[src/rtl/mem_clear_ctrl.sv]
// Zero-fill sequencer: sweeps the full SDRAM and DDR3 address spaces with
// handshaked write requests, reporting busy/done/progress to the top level.
module mem_clear_ctrl #(
    parameter int unsigned SDR_AW    = 25,
    parameter int unsigned DDR_AW    = 29,
    parameter int unsigned DDR_BURST = 8
) (
    input  logic              clk_sys,
    input  logic              reset,
    input  logic              start,
    input  logic              abort,
    output logic [SDR_AW-1:0] sdr_addr,
    output logic              sdr_we,
    input  logic              sdr_ready,
    output logic [DDR_AW-1:0] ddr_addr,
    output logic [7:0]        ddr_burstcnt,
    output logic [7:0]        ddr_be,
    output logic              ddr_we,
    input  logic              ddr_busy,
    output logic              busy,
    output logic              done,
    output logic [7:0]        progress
);

    localparam int unsigned BCW = (DDR_BURST > 1) ? $clog2(DDR_BURST) : 1;

    localparam logic [SDR_AW-1:0] SDR_LAST  = '1;
    localparam logic [DDR_AW-1:0] DDR_STEP  = DDR_AW'(DDR_BURST);
    localparam logic [DDR_AW-1:0] DDR_LAST  = ~(DDR_STEP - DDR_AW'(1));
    localparam logic [BCW-1:0]    BEAT_LAST = BCW'(DDR_BURST - 1);

    typedef enum logic [1:0] {
        SDR_IDLE,
        SDR_RUN,
        SDR_DONE
    } sdr_state_t;

    typedef enum logic [1:0] {
        DDR_IDLE,
        DDR_RUN,
        DDR_DRAIN,
        DDR_DONE
    } ddr_state_t;

    sdr_state_t        sdr_state, sdr_state_n;
    ddr_state_t        ddr_state, ddr_state_n;
    logic [SDR_AW-1:0] sdr_addr_n;
    logic [DDR_AW-1:0] ddr_addr_n;
    logic [BCW-1:0]    beat_cnt, beat_cnt_n;
    logic              sdr_we_n, ddr_we_n, busy_n, done_n;
    logic [7:0]        ddr_be_n, progress_n;
    logic [7:0]        sdr_prog, ddr_prog;
    logic              start_ok, ddr_beat, burst_end;

    assign ddr_burstcnt = 8'(DDR_BURST);

    always_comb begin
        sdr_state_n = sdr_state;
        ddr_state_n = ddr_state;
        sdr_addr_n  = sdr_addr;
        ddr_addr_n  = ddr_addr;
        beat_cnt_n  = beat_cnt;

        start_ok  = start && !abort && !busy;
        ddr_beat  = ddr_we && !ddr_busy;
        burst_end = ddr_beat && (beat_cnt == BEAT_LAST);

        case (sdr_state)
            SDR_IDLE, SDR_DONE: begin
                if (start_ok) begin
                    sdr_state_n = SDR_RUN;
                    sdr_addr_n  = '0;
                end
            end
            SDR_RUN: begin
                // Completing the final word wins over a coincident abort.
                if (sdr_ready && sdr_addr == SDR_LAST) begin
                    sdr_state_n = SDR_DONE;
                end else begin
                    if (sdr_ready) begin
                        sdr_addr_n = sdr_addr + SDR_AW'(1);
                    end
                    if (abort) begin
                        sdr_state_n = SDR_IDLE;
                    end
                end
            end
            default: sdr_state_n = SDR_IDLE;
        endcase

        case (ddr_state)
            DDR_IDLE, DDR_DONE: begin
                if (start_ok) begin
                    ddr_state_n = DDR_RUN;
                    ddr_addr_n  = '0;
                    beat_cnt_n  = '0;
                end
            end
            DDR_RUN, DDR_DRAIN: begin
                if (ddr_beat) begin
                    beat_cnt_n = burst_end ? '0 : beat_cnt + BCW'(1);
                end
                if (burst_end) begin
                    if (ddr_addr == DDR_LAST) begin
                        ddr_state_n = DDR_DONE;
                    end else begin
                        ddr_addr_n = ddr_addr + DDR_STEP;
                        if (ddr_state == DDR_DRAIN || abort) begin
                            ddr_state_n = DDR_IDLE;
                        end
                    end
                end else if (ddr_state == DDR_RUN && abort) begin
                    // Stop immediately only on a burst boundary with no beat in flight.
                    if (beat_cnt == '0 && !ddr_beat) begin
                        ddr_state_n = DDR_IDLE;
                    end else begin
                        ddr_state_n = DDR_DRAIN;
                    end
                end
            end
            default: ddr_state_n = DDR_IDLE;
        endcase

        sdr_we_n = (sdr_state_n == SDR_RUN);
        ddr_we_n = (ddr_state_n == DDR_RUN) || (ddr_state_n == DDR_DRAIN);
        ddr_be_n = ddr_we_n ? 8'hFF : '0;
        busy_n   = sdr_we_n || ddr_we_n;
        done_n   = (sdr_state_n == SDR_DONE) && (ddr_state_n == DDR_DONE);

        sdr_prog   = (sdr_state_n == SDR_DONE) ? 8'hFF : sdr_addr_n[SDR_AW-1 -: 8];
        ddr_prog   = (ddr_state_n == DDR_DONE) ? 8'hFF : ddr_addr_n[DDR_AW-1 -: 8];
        progress_n = (sdr_prog < ddr_prog) ? sdr_prog : ddr_prog;
    end

    always_ff @(posedge clk_sys) begin
        if (reset) begin
            sdr_state <= SDR_IDLE;
            ddr_state <= DDR_IDLE;
            sdr_addr  <= '0;
            ddr_addr  <= '0;
            beat_cnt  <= '0;
            sdr_we    <= 1'b0;
            ddr_we    <= 1'b0;
            ddr_be    <= '0;
            busy      <= 1'b0;
            done      <= 1'b0;
            progress  <= '0;
        end else begin
            sdr_state <= sdr_state_n;
            ddr_state <= ddr_state_n;
            sdr_addr  <= sdr_addr_n;
            ddr_addr  <= ddr_addr_n;
            beat_cnt  <= beat_cnt_n;
            sdr_we    <= sdr_we_n;
            ddr_we    <= ddr_we_n;
            ddr_be    <= ddr_be_n;
            busy      <= busy_n;
            done      <= done_n;
            progress  <= progress_n;
        end
    end

endmodule

[config.mk]
export PLATFORM = sky130hd
export DESIGN_NAME = mem_clear_ctrl
export DESIGN_NICKNAME = d
export VERILOG_FILES = /design/src/rtl/mem_clear_ctrl.sv
export SDC_FILE = /design/constraint.sdc
export NUM_CORES = 1
export LEC_CHECK = 0
export BUFFER_PORTS_ARGS = -buffer_cell sky130_fd_sc_hd__buf_2
export CORE_MARGIN = 1
export CORE_UTILIZATION = 46
export DETAILED_ROUTE_END_ITERATION = 7
export PLACE_DENSITY = 0.79
export SYNTH_ARGS = -nofsm -noshare
export SYNTH_HDL_FRONTEND = slang
export SYNTH_SLANG_ARGS = --single-unit
[constraint.sdc]
create_clock -name clk_sys -period 9.7 [get_ports clk_sys]
set_input_delay 1.94 -clock clk_sys [delete_from_list [all_inputs] [get_ports clk_sys]]
set_output_delay 1.94 -clock clk_sys [all_outputs]
set_load 0.01 [all_outputs]
# Word-level counts from Yosys, hierarchy flattened
# Index checks and enable logic that the tools add are counted.
dict set report op_classes {
  addsub 3
  multipliers 0
  div 0
  order_cmp 1
  eq_ne 20
  shift 0
  mux 27
  n_bitwise 0
  reduce_logical 25
}
# cell n
set ops {}
lappend ops {{$mux 29} 3}
lappend ops {{$mux 25} 3}
lappend ops {{$pmux 29 s2} 1}
lappend ops {{$pmux 25 s2} 1}
lappend ops {{$mux 8} 4}
lappend ops {{$add 29x4->29 const B} 1}
lappend ops {{$eq 29x29->1 const B} 1}
lappend ops {{$add 25x1->25 const B} 1}
lappend ops {{$eq 25x25->1 const B} 1}
lappend ops {{$mux 2} 9}
lappend ops {{$ne 2x2->1 const B} 7}
lappend ops {{$eq 2x2->1 const B} 6}
lappend ops {{$mux 3} 3}
lappend ops {{$eq 2x1->1 const B} 4}
lappend ops {{$logic_and 1x1->1} 8}
lappend ops {{$lt 8x8->1} 1}
lappend ops {{$pmux 2 s2} 2}
lappend ops {{$pmux 3 s2} 1}
lappend ops {{$reduce_or 2->1} 3}
lappend ops {{$logic_not 1->1} 4}
lappend ops {{$logic_not 2->1} 2}
lappend ops {{$reduce_and 4->1} 1}
lappend ops {{$add 3x1->3 const B} 1}
lappend ops {{$eq 3x3->1 const B} 1}
lappend ops {{5 further kinds} 7}
dict set report word_totals {
  reg_bits 81
  latch_bits 0
  ramBits 0
  romBits 0
  out_inout_bits 82
  elab_cells 89
  memories 0
}

# Logic depth before layout (Yosys ltp)
dict set report logic_depth {
  word_depth 12
  mapped_depth 19
  mapped_depth_nobuf 17
}

# Worst setup path before layout
# OpenSTA, ideal clock, no wires.
dict set report synth_path {
  kind {in2reg}
  start {input ddr_busy}
  end {register progress[1]}
  arrival_ps 5074
  required_ps 9614
  setup_slack_ps 4540
  path_stages 13
  cell_sequence {nand4bb_4 -> buf_6 -> or4_4 -> or4_4 -> o21a_1 -> and2_1 -> ha_1 -> nand4_1 -> a21oi_1 -> nor2_1 -> and3_2 -> a32o_2 -> a221oi_2}
}
dict set report synth_between {
  elab_chain_len 12
  elab_cells_between_ends 15
  cone_classes {order compare: 1; eq/ne: 1; mux: 8; reduce/logical: 5}
}
# item line_no
set synth_rtl {}
lappend synth_rtl {{start: declaration} 19} ;# input logic ddr_busy,
lappend synth_rtl {{$logic_not 1->1 *} 65} ;# ddr_beat = ddr_we && !ddr_busy;
lappend synth_rtl {{$logic_and 1x1->1 *} 65}
lappend synth_rtl {{$logic_not 1->1} 114} ;# if (beat_cnt == '0 && !ddr_beat) begin
lappend synth_rtl {{$logic_and 1x1->1} 114}
lappend synth_rtl {{$mux 2} 114}
lappend synth_rtl {{$mux 2} 112} ;# end else if (ddr_state == DDR_RUN && abort) begin
lappend synth_rtl {{$mux 2} 103} ;# if (burst_end) begin
lappend synth_rtl {{$pmux 2 s2} 91} ;# case (ddr_state)
lappend synth_rtl {{$eq 2x2->1} 131} ;# ddr_prog = (ddr_state_n == DDR_DONE) ? 8'hFF : ddr_addr_n[DDR_AW-1 -: 8];
lappend synth_rtl {{$mux 8 *} 131}
lappend synth_rtl {{$lt 8x8->1} 132} ;# progress_n = (sdr_prog < ddr_prog) ? sdr_prog : ddr_prog;
lappend synth_rtl {{$mux 8 *} 132}
lappend synth_rtl {{end signal: assignment} 159} ;# progress <= progress_n;
lappend synth_rtl {{end: declaration} 22} ;# output logic [7:0] progress
# Every way passes the cells marked *; elsewhere a longest branch is shown, timed or not. The select of a mux whose other input is x is not followed.
# A chain may end at the register's enable or synchronous reset.

# Worst setup path in the final report
dict set report layout_path {
  start {input ddr_busy}
  end {register progress[4]}
}
# Same word-level chain as after synthesis.

==> impl_metrics.json <==
{
  "grt_use_total": 0.224,
  "r2r-end": "progress[4]",
  "tritoncts": "built",
  "status": "completed",
  "portBuffers": 76,
  "layout.nets": 576,
  "ys_seq_area_frac": 0.341,
  "dp_slack_ps": 4180,
  "min_to": "sdr_addr[7]",
  "synth-edff-count": 0,
  "cts_hold_buf": 0,
  "synth_area_um2": 4110,
  "wl_per_cell_um": 14.9,
  "ctsResizeCount": 0,
  "cts_buffers": 9,
  "synthDistinctLibCells": 63,
  "first_global_vias": 3574,
  "ys_ff_latch": 70,
  "antenna_cells": 0,
  "synthDominantCellAreaShare": 0.341,
  "firstDrtPassIters": 5,
  "drc": 0,
  "postRouteAntennaNets": 0,
  "pin_count": 88,
  "fmax_mhz": 193,
  "clk_pin_slew_ps": 80,
  "synth.area.top_cells": "dfxtp_1 (34%), nor2_1 (5.5%), nand2_1 (4.8%)",
  "ctsLongestPathBuffers": 2,
  "hp-class": "reg -> reg",
  "initial_core_util": 0.473,
  "area_delta_synth_final_pct": 12.8,
  "hold_viol": 0,
  "grt_antenna_before_repair": 0,
  "leakagePower_nw": 1.90,
  "power_density_nw_per_um2": 177,
  "cts.htree.levels": 3,
  "worst-path-max-fanout": 8,
  "yosys_most_used_dff": "dfxtp_1",
  "netlist_instances": 492,
  "dr.first_iter.drc_count": 149,
  "synth_top_cell_by_area": "dfxtp_1",
  "core_area_um2": 8680,
  "gp_congestion": 0.924,
  "rsz0062_at_grt": "no",
  "fin_setup_tns_ps": 0,
  "setup-violations-final": 0,
  "hold_depth": 2,
  "grt_max_degree": 39,
  "cts_root_buf": "clkbuf_8",
  "final_common_cell": "buf_2",
  "maxCapViolations": 0,
  "drt_wl_total_um": 9990,
  "crit_arrival_ps": 5430,
  "post-cts-setup-buffers": 0,
  "relSlewSlack": 0.468,
  "dieWidth_um": 96.5,
  "setup.worst_path.start_class": "input port",
  "yosysWarnings": 0,
  "die-area_um2": 9310,
  "final_cell_mix": "buf_2 (76), dfxtp_1 (70), nor2_1 (60), nand2_1 (52), a21oi_1 (32)",
  "critPathCaptureType": "flip-flop",
  "final-max-slew-violation-count": 0,
  "clock_skew_ps": 11.1,
  "p_total_w": 0.000820,
  "vias": 3926,
  "fillers": 838,
  "period_share": 0.534,
  "hpwl_um": 7300,
  "cp_data_required_time_ps": 9950,
  "reg2reg_slack_ps": 5330,
  "setup_slack_ps": 4520,
  "path_class": "in -> reg",
  "grt_overflow": 0,
  "grt_first_pass_wirelength_um": 16500,
  "ir_worst_vdd_mv": 0.0993,
  "r2r_cells": 15,
  "async_reset_ff_frac": 0,
  "clk_latency_ps": 350,
  "synth.avg_cell_area_um2": 8.35,
  "r2r_start": "ddr_state[0]",
  "hp-start": "sdr_addr[7]",
  "drive_above_1_share": 0.238,
  "cts_num_sinks": 70,
  "layout_min_cycle_time_ps": 5180,
  "row_count": 34,
  "drt-vias-per-instance": 5.88,
  "worst_pin_slew_ps": 779,
  "die_h_um": 96.5
}
final cells by class:
type / count / area, um^2 / share of cell area
repair buffers: 78 / 395 / 0.0854
multi-input cells: 386 / 2450 / 0.530
well taps: 108 / 135 / 0.0292
flip-flops and latches: 70 / 1400 / 0.303
clock inverters: 6 / 70.1 / 0.0151
inverters: 10 / 37.5 / 0.00810
clock buffers: 10 / 138 / 0.0297
through the flow:
stage / area (um^2) / utilization / instances / hold WS [ps]
floorplan: 4140 / - / 501 / 474
global placement: 4420 / 0.510 / 652 / 470
detailed placement: 4420 / 0.510 / 652 / 490
CTS: 4630 / 0.534 / 668 / 502
global route: 4630 / 0.534 / 668 / 532
finish: 4630 / 0.534 / 668 / 499
power by group:
group	total [W]	internal, W	switching (W)	leakage [nW]
Clock	0.000243	0.000127	0.000116	0.0951
Combinational	0.000259	0.000101	0.000158	1.24
Sequential	0.000318	0.000303	0.0000143	0.566
Total	0.000820	0.000532	0.000289	1.90
worst max-delay path, stage by stage:
cell and delay (ps):
buf_2 110, nand4bb_4 280, or4_4 570, a211oi_4 290, nand3_1 130, mux2_2 330, and2_1 170, ha_1 280
nand4_1 110, a21oi_1 230, nor2_1 80, and3_2 250, a32o_2 360, a221oi_2 290
how the worst max path moves through the flow:
stage | from | to | slack [ps] | depth (start not counted)
after global placement | ddr_busy | progress[7] | 4310 | 14
after CTS | ddr_busy | progress[4] | 4530 | 14
after floorplan | ddr_busy | progress[1] | 4540 | 13
final | ddr_busy | progress[4] | 4520 | 14
after detailed placement | ddr_busy | progress[4] | 4180 | 14
after global routing | ddr_busy | progress[7] | 4300 | 14
per-layer routing:
| metal | part of all wire | track usage | vias to the layer above |
|---|---|---|---|
| li1 | - | - | 1888 |
| met1 | 0.44 | 0.277 | 1868 |
| met2 | 0.48 | 0.387 | 147 |
| met3 | 0.057 | 0.0501 | 23 |
| met4 | 0.018 | 0.0686 | 0 |
| met5 | 0 | 0 | - |
synthesized netlist by cell type, drive strengths merged, types with 2 or more instances:
library cell / count
buf: 23
a221oi: 6
o21bai: 2
and4: 6
o211ai: 11
inv: 10
clkbuf: 12
a31oi: 7
nand4: 15
nor3: 13
nor2b: 2
or2: 4
and2: 17
a2111oi: 3
nor3b: 2
o2111ai: 3
a21oi: 32
and3: 11
or4: 8
conb: 2
dfxtp: 70
nand3b: 5
mux2: 10
o31ai: 4
xor2: 15
ha: 15
o21ai: 16
nor2: 60
a41oi: 2
nor4: 9
nand2b: 2
or3: 5
nand3: 20
and3b: 2
a211oi: 3
nand2: 53
logic make-up (layout without fill, tap and decap cells):
| group | count (synthesis) | in the layout | share of synthesized area |
|---|---|---|---|
| AO/OA/AOI/OAI | 97 | 97 | 0.173 |
| XOR/XNOR | 15 | 15 | 0.0320 |
| adder cells (fa/ha/maj) | 15 | 15 | 0.0457 |
| buffers and inverters | 45 | 104 | 0.0692 |
| flip-flops | 70 | 70 | 0.341 |
| multiplexers | 11 | 11 | 0.0299 |
| other | 2 | 11 | 0.00183 |
| AND/OR/NAND/NOR | 237 | 237 | 0.307 |
state kept, by name, indices dropped and copies added, names as in the netlist:
signal     flops
beat_cnt       3
ddr_state      2
busy           1
sdr_we         1
ddr_be         1
progress       8
ddr_addr      26
sdr_state      2
sdr_addr      25
done           1
Power figures use the tool's default switching activity.
